[config.mk]
export PLATFORM = sky130hd
export DESIGN_NAME = max_flat
export DESIGN_NICKNAME = d
export VERILOG_FILES = /design/src/rtl/max_if.sv /design/src/rtl/max.sv /design/src/flat_wrapper.sv
export SDC_FILE = /design/constraint.sdc
export NUM_CORES = 1
export LEC_CHECK = 0
export CAP_MARGIN = 20
export CORE_MARGIN = 2
export CORE_UTILIZATION = 51
export CTS_CLUSTER_DIAMETER = 50
export CTS_CLUSTER_SIZE = 8
export DETAILED_ROUTE_END_ITERATION = 10
export GPL_TIMING_DRIVEN = 0
export PLACE_DENSITY = 0.8
export SYNTH_ARGS = -nofsm -noshare
export SYNTH_HDL_FRONTEND = slang
export SYNTH_SLANG_ARGS = --single-unit
[constraint.sdc]
create_clock -name clock -period 2.5 [get_ports clock]
set_clock_uncertainty 0.15 [all_clocks]
set_input_delay 0.5 -clock clock [delete_from_list [all_inputs] [get_ports clock]]
set_output_delay 0.5 -clock clock [all_outputs]
set_load 0.01 [all_outputs]
[src/rtl/max_if.sv]
// Operand/result bundle for the max unit.
// master drives operands; slave is the max unit.
interface max_if #(
  parameter int WIDTH = 8
);
  logic             in_valid;
  logic [WIDTH-1:0] x;
  logic [WIDTH-1:0] y;
  logic             clear;
  logic [WIDTH-1:0] max;
  logic             out_valid;
  logic             y_wins;
  logic [WIDTH-1:0] peak;
  logic             peak_valid;

  modport master (
    output in_valid, x, y, clear,
    input  max, out_valid, y_wins,
    input  peak, peak_valid
  );

  modport slave (
    input  in_valid, x, y, clear,
    output max, out_valid, y_wins,
    output peak, peak_valid
  );
endinterface

[src/rtl/max.sv]
// Registered max of two operands plus running peak.
// MAX_SIGNED_CMP_EN selects two's-complement compares.
module max #(
  parameter int WIDTH = 8
) (
  input  logic clock,
  input  logic reset_,
  max_if.slave bus
);
  logic [WIDTH-1:0] res;
  logic [WIDTH-1:0] max_q;
  logic [WIDTH-1:0] peak_q;
  logic [WIDTH-1:0] peak_d;
  logic             y_gt;
  logic             res_gt_peak;
  logic             ov_q;
  logic             yw_q;
  logic             pv_q;
  logic             pv_d;

`ifdef MAX_SIGNED_CMP_EN
  assign y_gt = $signed(bus.y) > $signed(bus.x);
  assign res_gt_peak = $signed(res) > $signed(peak_q);
`else
  assign y_gt = bus.y > bus.x;
  assign res_gt_peak = res > peak_q;
`endif

  // ties fall to x
  assign res = y_gt ? bus.y : bus.x;

  always_comb begin
    peak_d = peak_q;
    pv_d   = pv_q;
    unique case (1'b1)
      bus.clear && bus.in_valid: begin
        peak_d = res;
        pv_d   = 1'b1;
      end
      bus.clear && !bus.in_valid: begin
        peak_d = '0;
        pv_d   = 1'b0;
      end
      !bus.clear && bus.in_valid
        && (!pv_q || res_gt_peak): begin
        peak_d = res;
        pv_d   = 1'b1;
      end
      default: ;
    endcase
  end

  always_ff @(posedge clock or negedge reset_) begin
    if (!reset_) begin
      max_q  <= '0;
      ov_q   <= 1'b0;
      yw_q   <= 1'b0;
      peak_q <= '0;
      pv_q   <= 1'b0;
    end else begin
      if (bus.in_valid) begin
        max_q <= res;
        yw_q  <= y_gt;
      end
      ov_q   <= bus.in_valid;
      peak_q <= peak_d;
      pv_q   <= pv_d;
    end
  end

  assign bus.max        = max_q;
  assign bus.out_valid  = ov_q;
  assign bus.y_wins     = yw_q;
  assign bus.peak       = peak_q;
  assign bus.peak_valid = pv_q;
endmodule

[src/flat_wrapper.sv]
// flat-port wrapper written by rule: the top's interface ports become plain ports
module max_flat 
#(
  parameter int WIDTH = 8
)
  (clock, reset_, bus_in_valid, bus_x, bus_y, bus_clear, bus_max, bus_out_valid, bus_y_wins, bus_peak, bus_peak_valid);
  max_if #(.WIDTH(WIDTH)) bus_i ();
  input  logic clock;
  input  logic reset_;
  input wire logic [$bits(bus_i.in_valid)-1:0] bus_in_valid;
  input wire logic [$bits(bus_i.x)-1:0] bus_x;
  input wire logic [$bits(bus_i.y)-1:0] bus_y;
  input wire logic [$bits(bus_i.clear)-1:0] bus_clear;
  output wire logic [$bits(bus_i.max)-1:0] bus_max;
  output wire logic [$bits(bus_i.out_valid)-1:0] bus_out_valid;
  output wire logic [$bits(bus_i.y_wins)-1:0] bus_y_wins;
  output wire logic [$bits(bus_i.peak)-1:0] bus_peak;
  output wire logic [$bits(bus_i.peak_valid)-1:0] bus_peak_valid;
  assign bus_i.in_valid = bus_in_valid;
  assign bus_i.x = bus_x;
  assign bus_i.y = bus_y;
  assign bus_i.clear = bus_clear;
  assign bus_max = bus_i.max;
  assign bus_out_valid = bus_i.out_valid;
  assign bus_y_wins = bus_i.y_wins;
  assign bus_peak = bus_i.peak;
  assign bus_peak_valid = bus_i.peak_valid;
  max #(.WIDTH(WIDTH)) u_core (.clock(clock), .reset_(reset_), .bus(bus_i));
endmodule
==> summary.md, run 1 <==
| Metric | Value |
|---|---|
| Worst EP post-GRT repair | u_core.bus.peak[3]$_DFFE_PN0P_/D |
| Cell Area, Synth | between 1500 and 2000 um^2 |
| Number of buffers added on ports | 38 |
| Synthesized netlist cell count | between 150 and 200 |
| Row count | 21 |
| Post-CTS Hold Buffers | 0 |
| Run-stopping error | [ERROR DPL-0033] detailed placement checks failed during check placement. |
| Main combinational cell family by area after synthesis | compound AO/OA/AOI/OAI gates |
| Last stage reached | global routing |
| Die Y | roughly 63 um |
| Count leader, synth | nor2_1 |
| Adder-cell share of the synthesized area | 0.113 |
| Antenna violations before repair | 0 |
| Clock Tree Root | clkbuf_4 |
| Post-synthesis xor/xnor area fraction | 0 |
| Mapped Nets | 234 |
| Post-synth top cells | nor2_1, dfrtp_1, nand2_1 |
| Worst-path end type | register input |
| Status | did not finish |
| Synth Flop Type | dfrtp_1 |
| Post-synth top area cell | dfrtp_1 |
| DP Wirelength | between 4000 and 5000 um |
| Asr flop ratio synth | 1.00 |
| Unique cell type count in the Yosys netlist | between 40 and 50 |
| Post-synthesis mux area share | 0.00563 |
| Largest net degree at the start of global routing | 20 |
| Global placement routability congestion | about 0.88 |
| Htree depth | 1 |
| Top cells by area, synth | dfrtp_1, ha_1, nor2_1 |
| Bufs on Longest Clock Path | 2 |
| YS warnings | 0 |
| Syn_area_per_cell | ~9.0 um^2 |
| Top-area cell type share of the netlist area | 0.267 |
| DIE WIDTH | roughly 63 um |
| Compound-Gate Fraction of Synth Area | 0.324 |
| Sink Count | 19 |
| Number of enable flip-flop cells after synthesis | 0 |
| Simple-gate share of the synthesized area | 0.207 |
| CTS Buf Count | 3 |
| I/O pins | 39 |
| Initial Util | 0.533 |
| Sequential area share after synthesis | 0.267 |
| Yosys reg bits | 19 |
## stage by stage
step	setup slack [ns]	hold slack, ns	utilization	std cells	instance area [um^2]
floorplan	-0.786	0.0544	-	198	1890
global placement	-1.78	0.332	0.696	282	2320
detailed placement	-1.90	0.338	0.696	282	2320
CTS	-0.566	0.336	0.915	313	3050
## cell families after synthesis
logic type / after synthesis
DFF: 19
muxes: 1
adders and majority gates: 16
AOI/OAI and AO/OA: 60
buffers and inverters: 25
and+or+nand+nor: 77
## timing repair
item	4_1_cts
gates resized for setup	183
endpoints found under the setup margin	17
pin swaps	60
cloned	1
setup buffers	27
==> inputs of run 2 (changes only) <==
--- a/config.mk
+++ b/config.mk
@@ -7,12 +7,10 @@
 export LEC_CHECK = 0
 export CAP_MARGIN = 20
 export CORE_MARGIN = 2
-export CORE_UTILIZATION = 51
-export CTS_CLUSTER_DIAMETER = 50
-export CTS_CLUSTER_SIZE = 8
+export CORE_UTILIZATION = 40
 export DETAILED_ROUTE_END_ITERATION = 10
 export GPL_TIMING_DRIVEN = 0
-export PLACE_DENSITY = 0.8
+export PLACE_DENSITY_LB_ADDON = 0.15
 export SYNTH_ARGS = -nofsm -noshare
 export SYNTH_HDL_FRONTEND = slang
 export SYNTH_SLANG_ARGS = --single-unit
==> run 2 against run 1 <==
- the flow now finishes, with violations (setup timing)
- synthesized cell count is the same
- area after synthesis is the same
==> summary.md, run 2 <==
| Metric | Value |
|---|---|
| Setup crit start | bus_x[1] |
| Worst hold path class | flip-flop to flip-flop |
| Crit path setup slack, layout | -0.804 ns |
| Die Y | 70.7 um (+12%) |
| Final setup fails | 9 |
| Htree depth | 1 (unchanged) |
| Reg2reg setup slack | 0.31 ns |
| VDD IR max | ~0.00040 V |
| RSZ-0062 raised after global routing | true |
| Power Density | roughly 650 nW/um^2 |
| Least-Margin Pin Slew | between 0.8 and 0.9 ns |
| Synth Flop Type | dfrtp_1 |
| Post-layout minimum cycle time | ~3.3 ns |
| Clock Latency Late Sink | between 0.2 and 0.3 ns |
| Final std cells w/o fill | 335 |
| Vias/cell | between 6 and 7 |
| Crit. End Element | flip-flop |
| Top cells by area, synth | dfrtp_1, ha_1, nor2_1 |
| Total track usage | 0.251 |
| Cell Area, Synth | 1780 um^2 (unchanged) |
| Synthesized netlist cell count | 198 (unchanged) |
| Initial Util | 0.411 (-0.122) |
| Global placement routability congestion | 0.808 (-8.7%) |
| Grt ovf | 0 |
| Sequential area share after synthesis | 0.267 (unchanged) |
| Slowest CP cell | a311o_2 |
| Sink Count | 19 (unchanged) |
| Wire per inst | ~22 um |
| Row count | 24 (+14%) |
| Via count | approximately 2.1k |
| I/O pins | 39 (unchanged) |
| CP max stage delay | around 0.48 ns |
| Placed cell areas | 2330 um^2 (+0.32%) |
| Bufs on Longest Clock Path | 2 (unchanged) |
| Fillers | between 200 and 300 |
| Layout cells sized above 1 | 0.625 |
| Highest clock rate | 303 MHz |
| DIE WIDTH | 70.7 um (+12%) |
| Antenna violations before repair | 0 |
| Ant. Diodes | 0 |
| CTS Buf Count | 3 (unchanged) |
| Violated checks | setup timing |
| Hold Path End | u_core.bus.max[4] |
| Placed cells | 288 (+2.1%) |
| Mapped Nets | 234 (unchanged) |
| Asr flop ratio synth | 1.00 (unchanged) |
| First DRT Iteration DRCs | between 150 and 200 |
| Commonest non-fill, non-tap cell in the layout | buf_4 |
| Vias in the first global route | 2047 |
| DP Wirelength | 3790 um (-7.7%) |
| Clock Tree Root | clkbuf_8 |
| Syn_area_per_cell | 8.98 um^2 (unchanged) |
| Yosys reg bits | 19 (unchanged) |
| YS warnings | 0 (unchanged) |
| Most frequent cells in the layout | buf_4, clkdlybuf4s50_1, buf_6, nor2_1, dfrtp_1 |
| WHS Path Cells | 2 |
| Area grow syn2layout | 89.0% |
| Core Footprint | 4320 um^2 |
| Post-route ant nets | 0 |
| Final nets | 320 |
| Final Max Slew Viols | 0 |
| Number of buffers added on ports | 38 (unchanged) |
| Hold path startpoint | u_core.bus.max[4] |
| First-pass GRT wire length | about 9900 um |
| Largest net degree at the start of global routing | 20 |
| Count leader, synth | nor2_1 |
| Top-area cell type share of the netlist area | 0.267 (unchanged) |
| Worst Path Arrival | 3.30 ns |
| Residual DRC count | 0 |
| Crit-path max FO | 8 |
| Critical path required time | around 2.5 ns |
| Number of iterations in the first detailed-routing pass | 7 |
| Design area | 3360 um^2 |
| Reg clk slew, reported paths | roughly 0.080 ns |
| CTS tree | built |
| Critical path class | input port to flip-flop |
| Worst R2R End | u_core.bus.peak[7] |
| Post-synth top cells | nor2_1, dfrtp_1, nand2_1 |
| Final Hold Viols | 0 |
| Crit path launch type | input port |
| Max_cap viols | 0 |
| Slew HR | 0.433 |
| Unique cell type count in the Yosys netlist | 43 (unchanged) |
| Post-synth top area cell | dfrtp_1 |
| CP delay by family, top | compound AO/OA/AOI/OAI gates |
| Final critical-path share of the clock period | 1.32 |
| FF-to-FF Start | u_core.bus.peak[3] |
| CP bufs+invs | 4 |
| Die Area | approximately 5000 um^2 |
| Post-CTS Hold Buffers | 0 (unchanged) |
| Status | complete, but fails checks |
| Pleak | ~1.4 nW |
| Final wirelength | 7440 um |
| Critical path cell sequence | buf_12, inv_12, ha_4, nor2b_4, o211ai_4, a211oi_4, buf_6, a21oi_4, mux2i_1, ha_1, nand4_1, a21boi_4, buf_6, a311o_2, nand3_2, nand3_2 |
| R2r worst-path depth | 8 |
| Number of enable flip-flop cells after synthesis | 0 (unchanged) |
-- run 2: cell counts after synthesis --
No cell type changed its count.
-- run 2: logic make-up after synthesis --
family	synth area share
flip-flops	0.267
AND/OR/NAND/NOR	0.207
AO/OA/AOI/OAI	0.324
multiplexers	0.00563
buffers and inverters	0.0830
adder cells (fa/ha/maj)	0.113
-- run 2: worst max path at each step --
stage                     cells past startpoint                 end  slack, ns
after floorplan                              16  u_core.bus.peak[2]      -0.79
after global placement                       17  u_core.bus.peak[1]      -1.87
after detailed placement                     17  u_core.bus.peak[1]      -1.82
after CTS                                    17  u_core.bus.peak[3]      -0.62
after global routing                         16  u_core.bus.peak[1]      -0.89
final                                        16  u_core.bus.peak[6]      -0.80
-- run 2: worst register-to-register path, cell delays in order (launching register included) --
cell       delay (ns)
dfrtp_1          0.40
inv_1            0.09
ha_4             0.28
nand4_1          0.23
buf_4            0.22
o21a_4           0.21
buf_12           0.16
o2111ai_2        0.21
nand3_2          0.11
-- run 2: layer usage --
layer,track usage,vias to the layer above,share of wire
li1,-,957,-
met1,0.321,1052,0.41
met2,0.438,105,0.51
met3,0.0342,34,0.053
met4,0.0860,0,0.033
met5,0,-,0
-- run 2: power by group --
group / internal (mW) / leakage (nW) / total [mW] / switching [mW]
registers: 0.379 / 0.225 / 0.442 / 0.0630
clock network: 0.111 / 0.0255 / 0.227 / 0.115
logic: 0.742 / 1.10 / 1.51 / 0.765
total: 1.23 / 1.35 / 2.18 / 0.943
-- run 2: through the flow --
stage	setup WS [ns]	TNS, ns	power, mW	util	hold slack [ns]
final	-0.804	-6.34	2.18	0.777	0.352
after global routing	-0.891	-6.99	2.29	0.777	0.381
after CTS	-0.624	-4.71	1.78	0.665	0.359
after detailed placement	-1.82	-19.09	1.30	0.539	0.329
after global placement	-1.87	-19.57	1.29	0.539	0.339
after floorplan	-0.786	-6.11	0.978	-	0.0544
-- run 2: final cells by class --
type	instances	area [um^2]	area share
buffer	8	110	0.0328
clock buffer	3	41.3	0.0123
clock inverter	1	5.00	0.00149
inverter	16	82.6	0.0246
multi-input combinational	154	1760	0.523
sequential	19	475	0.141
tap	52	65.1	0.0194
timing repair buffer	82	825	0.245
-- run 2: repair_timing --
action / 4_1_cts / 5_1_grt
gates cloned: 2 / 0
setup endpoints to repair: 17 / 9
setup buffers: 23 / 19
resized for setup: 150 / 66
hold endpoints to repair: 0 / 0
pin swaps: 41 / 45
(Power assumes the default switching activity.)
==> inputs of run 3 (changes only) <==
--- a/config.mk
+++ b/config.mk
@@ -6,7 +6,6 @@
 export NUM_CORES = 1
 export LEC_CHECK = 0
 export CAP_MARGIN = 20
-export CORE_MARGIN = 2
 export CORE_UTILIZATION = 40
 export DETAILED_ROUTE_END_ITERATION = 10
 export GPL_TIMING_DRIVEN = 0
==> run 3 against run 2 <==
- the flow still finishes with violations (setup timing)
- routed wire length fell by 20%
- combinational power fell by 27%
- count of clock-buffer cells in the layout is the same
- cell area is 14% lower
==> summary.md, run 3 (same netlist as run 2, synthesis figures left out) <==
| Metric | Value |
|---|---|
| Clock Latency Late Sink | 0.27 ns (about the same) |
| DP Worst Slack | -1.86 ns (-0.0429 ns) |
| Power Density | 610 nW/um^2 (-5.8%) |
| Crit-path most repeated cell | buf_6 |
| Slowest CP cell | o211ai_1 |
| CTS tree | built |
| Reg clk slew, reported paths | 0.08 ns (about the same) |
| I/O pins | 39 (unchanged) |
| Sink Count | 19 (unchanged) |
| Commonest non-fill, non-tap cell in the layout | buf_4 |
| Row count | 23 (-4.2%) |
| CTS Buf Count | 3 (unchanged) |
| Number of iterations in the first detailed-routing pass | 4 (-3) |
| Crit path setup slack, layout | -0.723 ns (+0.0812 ns) |
| Area occupied by multi-input gates | 1460 um^2 (-17%) |
| DP Wirelength | 3790 um (-0.13%) |
| Ant. Diodes | 0 (unchanged) |
| CP delay by family, top | compound AO/OA/AOI/OAI gates |
| First DRT Iteration DRCs | 127 (-36%) |
| Bufs on Longest Clock Path | 2 (unchanged) |
| First-pass GRT wire length | 9220 um (-7.0%) |
| Critical path class | input port to flip-flop |
| Slew HR | 0.424 (-0.00980) |
| Die Y | 68.7 um (-2.8%) |
| Vias/cell | 6.22 (-2.9%) |
| Reg area | 475 um^2 (unchanged) |
| CP bufs+invs | 5 (+1) |
| Post-layout minimum cycle time | 3.22 ns (-0.0812 ns) |
| Final Hold Viols | 0 (unchanged) |
| Crit-path max FO | 7 (-1) |
| Via count | 1973 (-8.1%) |
| Largest net degree at the start of global routing | 20 (unchanged) |
| DIE WIDTH | 68.7 um (-2.8%) |
| Most frequent cells in the layout | buf_4, clkdlybuf4s50_1, nor2_1 |
| Setup TNS Final | -5.52 ns (+0.821 ns) |
| Global placement routability congestion | 0.852 (+5.4%) |
| Vias in the first global route | 1891 (-7.6%) |
| Antenna violations before repair | 0 (unchanged) |
| Least-Margin Pin Slew | 0.862 ns (+0.0147 ns) |
| VDD IR max | 0.000400 V (+0.30%) |
| Final critical-path share of the clock period | 1.29 (-0.0325) |
| Final wirelength | 5970 um (-20%) |
| Design area | 2880 um^2 (-14%) |
| Htree depth | 1 (unchanged) |
| Pleak | 1.18 nW (-13%) |
| Violated checks | setup timing |
| Wire per inst | 18.8 um (-15%) |
| Critical path required time | 2.49 ns (about the same) |
| Tot Pwr | 1.76 mW (-19%) |
| Crit path launch type | input port |
| RSZ-0062 raised after global routing | true |
| Crit. End Element | flip-flop |
| Post-route ant nets | 0 (unchanged) |
| WHS | 0.354 ns (+0.00184 ns) |
| CP max stage delay | 0.34 ns (-0.14 ns) |
| Final nets | 304 (-5.0%) |
| Total track usage | 0.270 (+0.0186) |
| Core Footprint | 4140 um^2 (-4.2%) |
| Area grow syn2layout | 62.1% |
| Initial Util | 0.429 (+0.0179) |
| Placed cells | 286 (-0.69%) |
| Max_cap viols | 0 (unchanged) |
| Layout cells sized above 1 | 0.483 (-0.142) |
| Final Max Slew Viols | 0 (unchanged) |
| Grt ovf | 0 (unchanged) |
| Final std cells w/o fill | 317 (-5.4%) |
| Clock Tree Root | clkbuf_8 |
| Fillers | 316 (+18%) |
| Worst hold path class | flip-flop to flip-flop |
| Placed cell areas | 2330 um^2 (-0.11%) |
| Fin util | 0.695 (-0.0818) |
| Status | complete, but fails checks |
| Number of buffers added on ports | 38 (unchanged) |
| Highest clock rate | 310 MHz (+2.5%) |
| Die Area | 4720 um^2 (-5.6%) |
| Worst Path Arrival | 3.21 ns (-0.09 ns) |
| Critical path cell sequence | buf_8, ha_4, and4_4, buf_6, a211oi_4, buf_6, clkbuf_16, nand2_4, nand2_2, ha_4, nor2b_1, o211ai_1, a31oi_4, buf_6, o221ai_2, nand3_1 |
| Residual DRC count | 0 (unchanged) |
| Final setup fails | 8 (-1) |
-- run 3: changes by cell type in the layout (fill, tap and decap cells not counted), sizes merged --
cell and delta:
clkbuf +1, buf -17
-- run 3: final timing paths --
check	start	end	slack (ns)	cells past startpoint
setup / recovery	bus_y[2]	u_core.bus.peak[3]	-0.72	16
hold / removal	u_core.bus.max[7]	u_core.bus.max[7]	0.35	2
setup reg to reg	u_core.bus.peak[1]	u_core.bus.peak[3]	0.39	8
hold reg to reg	u_core.bus.max[7]	u_core.bus.max[7]	0.35	2
max in group asynchronous	reset_	u_core.bus.max[4]	1.09	1
min in group asynchronous	reset_	u_core.bus.out_valid	0.57	1
-- run 3: repair_timing --
| item | 4_1_cts | 5_1_grt |
|---|---|---|
| setup buffers | 19 | 7 |
| endpoints found under the setup margin | 17 | 8 |
| gates cloned | 2 | 0 |
| pin swaps | 23 | 22 |
| resized for setup | 129 | 30 |
| hold buffers | 0 | 0 |
-- run 3: layer usage --
metal / vias up / part of all wire / GRT usage
met5: - / 0 / 0
met4: 0 / 0.020 / 0.0729
met3: 15 / 0.061 / 0.0263
met2: 87 / 0.48 / 0.468
met1: 956 / 0.44 / 0.355
li1: 915 / - / -
-- run 3: power breakdown --
group	switching, mW	internal, mW	total, mW
Sequential	0.0529	0.379	0.432
Clock	0.112	0.111	0.223
Combinational	0.573	0.530	1.10
Total	0.738	1.02	1.76
-- run 3: tightest hold or removal path, cell delays in order (launching register included) --
cell     delay [ns]
dfrtp_1        0.35
nor2_1         0.04
nor2_1         0.08
-- run 3: area by class of cell --
class	count	share of cell area
Inverter	16	0.0304
Multi-Input combinational cell	154	0.508
Clock inverter	1	0.00174
Buffer	8	0.0326
Timing Repair Buffer	66	0.226
Tap cell	50	0.0217
Sequential cell	19	0.165
Clock buffer	3	0.0143
==> inputs of run 4 (changes only) <==
--- a/config.mk
+++ b/config.mk
@@ -8,7 +8,9 @@
 export CAP_MARGIN = 20
 export CORE_UTILIZATION = 40
 export DETAILED_ROUTE_END_ITERATION = 10
+export DONT_BUFFER_PORTS = 1
 export GPL_TIMING_DRIVEN = 0
+export HOLD_SLACK_MARGIN = 0.12
 export PLACE_DENSITY_LB_ADDON = 0.15
 export SYNTH_ARGS = -nofsm -noshare
 export SYNTH_HDL_FRONTEND = slang
==> run 4 against run 3 <==
- the run still ends with setup timing left
- clock power down 3%
- count of clock-buffer cells in the layout up 1
- sequential share of layout area up 3.2 points
- power down 9.8%
- non-clock buffer count down 46
- global-route usage down 0.59 points
- final cell count down 15%
- register-to-register slack better by 0.03 ns
- routed wire length down 4.1%
- highest routed layer unchanged
==> summary.md, run 4 (same netlist as run 2, synthesis figures left out) <==
| Metric | Value |
|---|---|
| I/O pins | 39 (unchanged) |
| DP Worst Slack | -1.26 ns (+0.603 ns) |
| Ant. Diodes | 0 (unchanged) |
| Most frequent cells in the layout | nor2_1, dfrtp_1, nand3_1, buf_4 |
| Least-Margin Pin Slew | 0.844 ns (-0.0177 ns) |
| Crit-path max FO | 8 (+1) |
| GR Util met2 | 0.444 (-0.0245) |
| Die Y | 68.7 um (unchanged) |
| Wire per inst | 21.1 um (+12%) |
| Final Max Slew Viols | 0 (unchanged) |
| CTS Buf Count | 3 (unchanged) |
| Number of buffers added on ports | 0 (-100%) |
| Status | complete, but fails checks |
| Reg area | 475 um^2 (unchanged) |
| Area grow syn2layout | 35.7% |
| CP bufs+invs | 3 (-2) |
| Critical path cell sequence | inv_1, ha_4, nand4_1, buf_6, o211a_4, a32o_1, nor2_1, nand2_2, ha_4, and4_4, a21boi_2, a31oi_4, buf_6, o2111ai_2, nand3_1 |
| Largest net degree at the start of global routing | 20 (unchanged) |
| CTS tree | built |
| GR Util met1 | 0.330 (-0.0246) |
| Highest clock rate | 321 MHz (+3.5%) |
| Top Usage Layer GRT | met2 |
| Post-route ant nets | 0 (unchanged) |
| Row count | 23 (unchanged) |
| Number of iterations in the first detailed-routing pass | 4 (unchanged) |
| Htree depth | 1 (unchanged) |
| Vias in the first global route | 1807 (-4.4%) |
| Die Area | 4720 um^2 (unchanged) |
| Final Hold Viols | 0 (unchanged) |
| Final wirelength | 5720 um (-4.1%) |
| RSZ-0062 raised after global routing | true |
| Final setup fails | 8 (unchanged) |
| Worst Path Arrival | 3.15 ns (-0.06 ns) |
| Violated checks | setup timing |
| First DRT Iteration DRCs | 127 (unchanged) |
| Vias/cell | 6.69 (+7.5%) |
| Fillers | 390 (+23%) |
| Critical path required time | 2.54 ns (+0.05 ns) |
| Final critical-path share of the clock period | 1.24 (-0.0441) |
| Crit. End Element | flip-flop |
| Commonest non-fill, non-tap cell in the layout | nor2_1 |
| Critical path class | input port to flip-flop |
| Bufs on Longest Clock Path | 2 (unchanged) |
| Fin util | 0.582 (-0.113) |
| Worst hold path class | input port to flip-flop |
| Reg clk slew, reported paths | 0.07 ns (about the same) |
| Slowest CP cell | ha_4 |
| Initial Util | 0.429 (unchanged) |
| Clock Latency Late Sink | 0.26 ns (about the same) |
| DP Wirelength | 4090 um (+7.9%) |
| Residual DRC count | 0 (unchanged) |
| Setup TNS Final | -4.71 ns (+0.817 ns) |
| Max_cap viols | 0 (unchanged) |
| Total track usage | 0.264 (-0.00587) |
| Final nets | 258 (-15%) |
| Global placement routability congestion | 0.816 (-4.3%) |
| CP delay by family, top | compound AO/OA/AOI/OAI gates |
| Clock Tree Root | clkbuf_8 |
| First-pass GRT wire length | 8950 um (-2.9%) |
| Power Density | 657 nW/um^2 (+7.7%) |
| Post-layout minimum cycle time | 3.11 ns (-0.110 ns) |
| Core Footprint | 4140 um^2 (unchanged) |
| Crit path setup slack, layout | -0.612 ns (+0.110 ns) |
| Crit path launch type | input port |
| Sink Count | 19 (unchanged) |
| Pleak | 0.957 nW (-19%) |
| CP max stage delay | 0.30 ns (-0.04 ns) |
| Antenna violations before repair | 0 (unchanged) |
| WHS | 0.252 ns (-0.102 ns) |
| Grt met3 use | 0.0493 (+0.0230) |
| Layout cells sized above 1 | 0.430 (-0.0533) |
| Area occupied by multi-input gates | 1470 um^2 (about the same) |
| DIE WIDTH | 68.7 um (unchanged) |
| Grt ovf | 0 (unchanged) |
| Via count | 1814 (-8.1%) |
| Slew HR | 0.435 (+0.0118) |
| VDD IR max | 0.000348 V (-13%) |
run 4: path summary, 6_finish.rpt:
check | startpoint | end | slack, ns | cells past startpoint
min in group asynchronous | reset_ | u_core.bus.out_valid | 0.63 | 1
setup / recovery | bus_x[7] | u_core.bus.peak[0] | -0.61 | 15
setup reg to reg | u_core.bus.peak[2] | u_core.bus.peak[3] | 0.42 | 8
max in group asynchronous | reset_ | u_core.bus.max[4] | 1.04 | 1
hold reg to reg | u_core.bus.max[6] | u_core.bus.max[6] | 0.42 | 2
hold / removal | bus_y[2] | u_core.bus.peak[2] | 0.25 | 2
run 4: through the flow:
| stage | power, mW | cell area [um^2] | instances |
|---|---|---|---|
| finish | 1.59 | 2410 | 271 |
| global route | 1.70 | 2410 | 271 |
| CTS | 1.48 | 2270 | 265 |
| detailed placement | 1.13 | 1950 | 248 |
| global placement | 1.09 | 1950 | 248 |
| floorplan | 0.978 | 1890 | 198 |
run 4: layout make-up:
type	count	share of cell area
Buffer	9	0.0451
Clock buffer	4	0.0187
Inverter	16	0.0301
Multi-Input combinational cell	154	0.607
Sequential cell	19	0.197
Tap cell	50	0.0259
Timing Repair Buffer	19	0.0762
run 4: routing by layer:
metal,vias up,part of all wire
li1,830,-
met5,-,0
met2,73,0.50
met3,16,0.065
met1,895,0.41
met4,0,0.030
run 4: where the power goes:
group | total (mW) | leakage [nW] | internal (mW) | switching (mW)
combinational | 0.891 | 0.710 | 0.392 | 0.499
clock | 0.216 | 0.0228 | 0.114 | 0.102
sequential | 0.479 | 0.225 | 0.379 | 0.0996
run 4: repair_timing:
item | 4_1_cts | 5_1_grt
hold endpoints to repair | 20 | 0
gates cloned | 1 | 0
setup buffers | 10 | 6
hold buffers | 2 | 0
gates resized for setup | 24 | 18
pin swaps | 12 | 27
setup endpoints to repair | 8 | 8
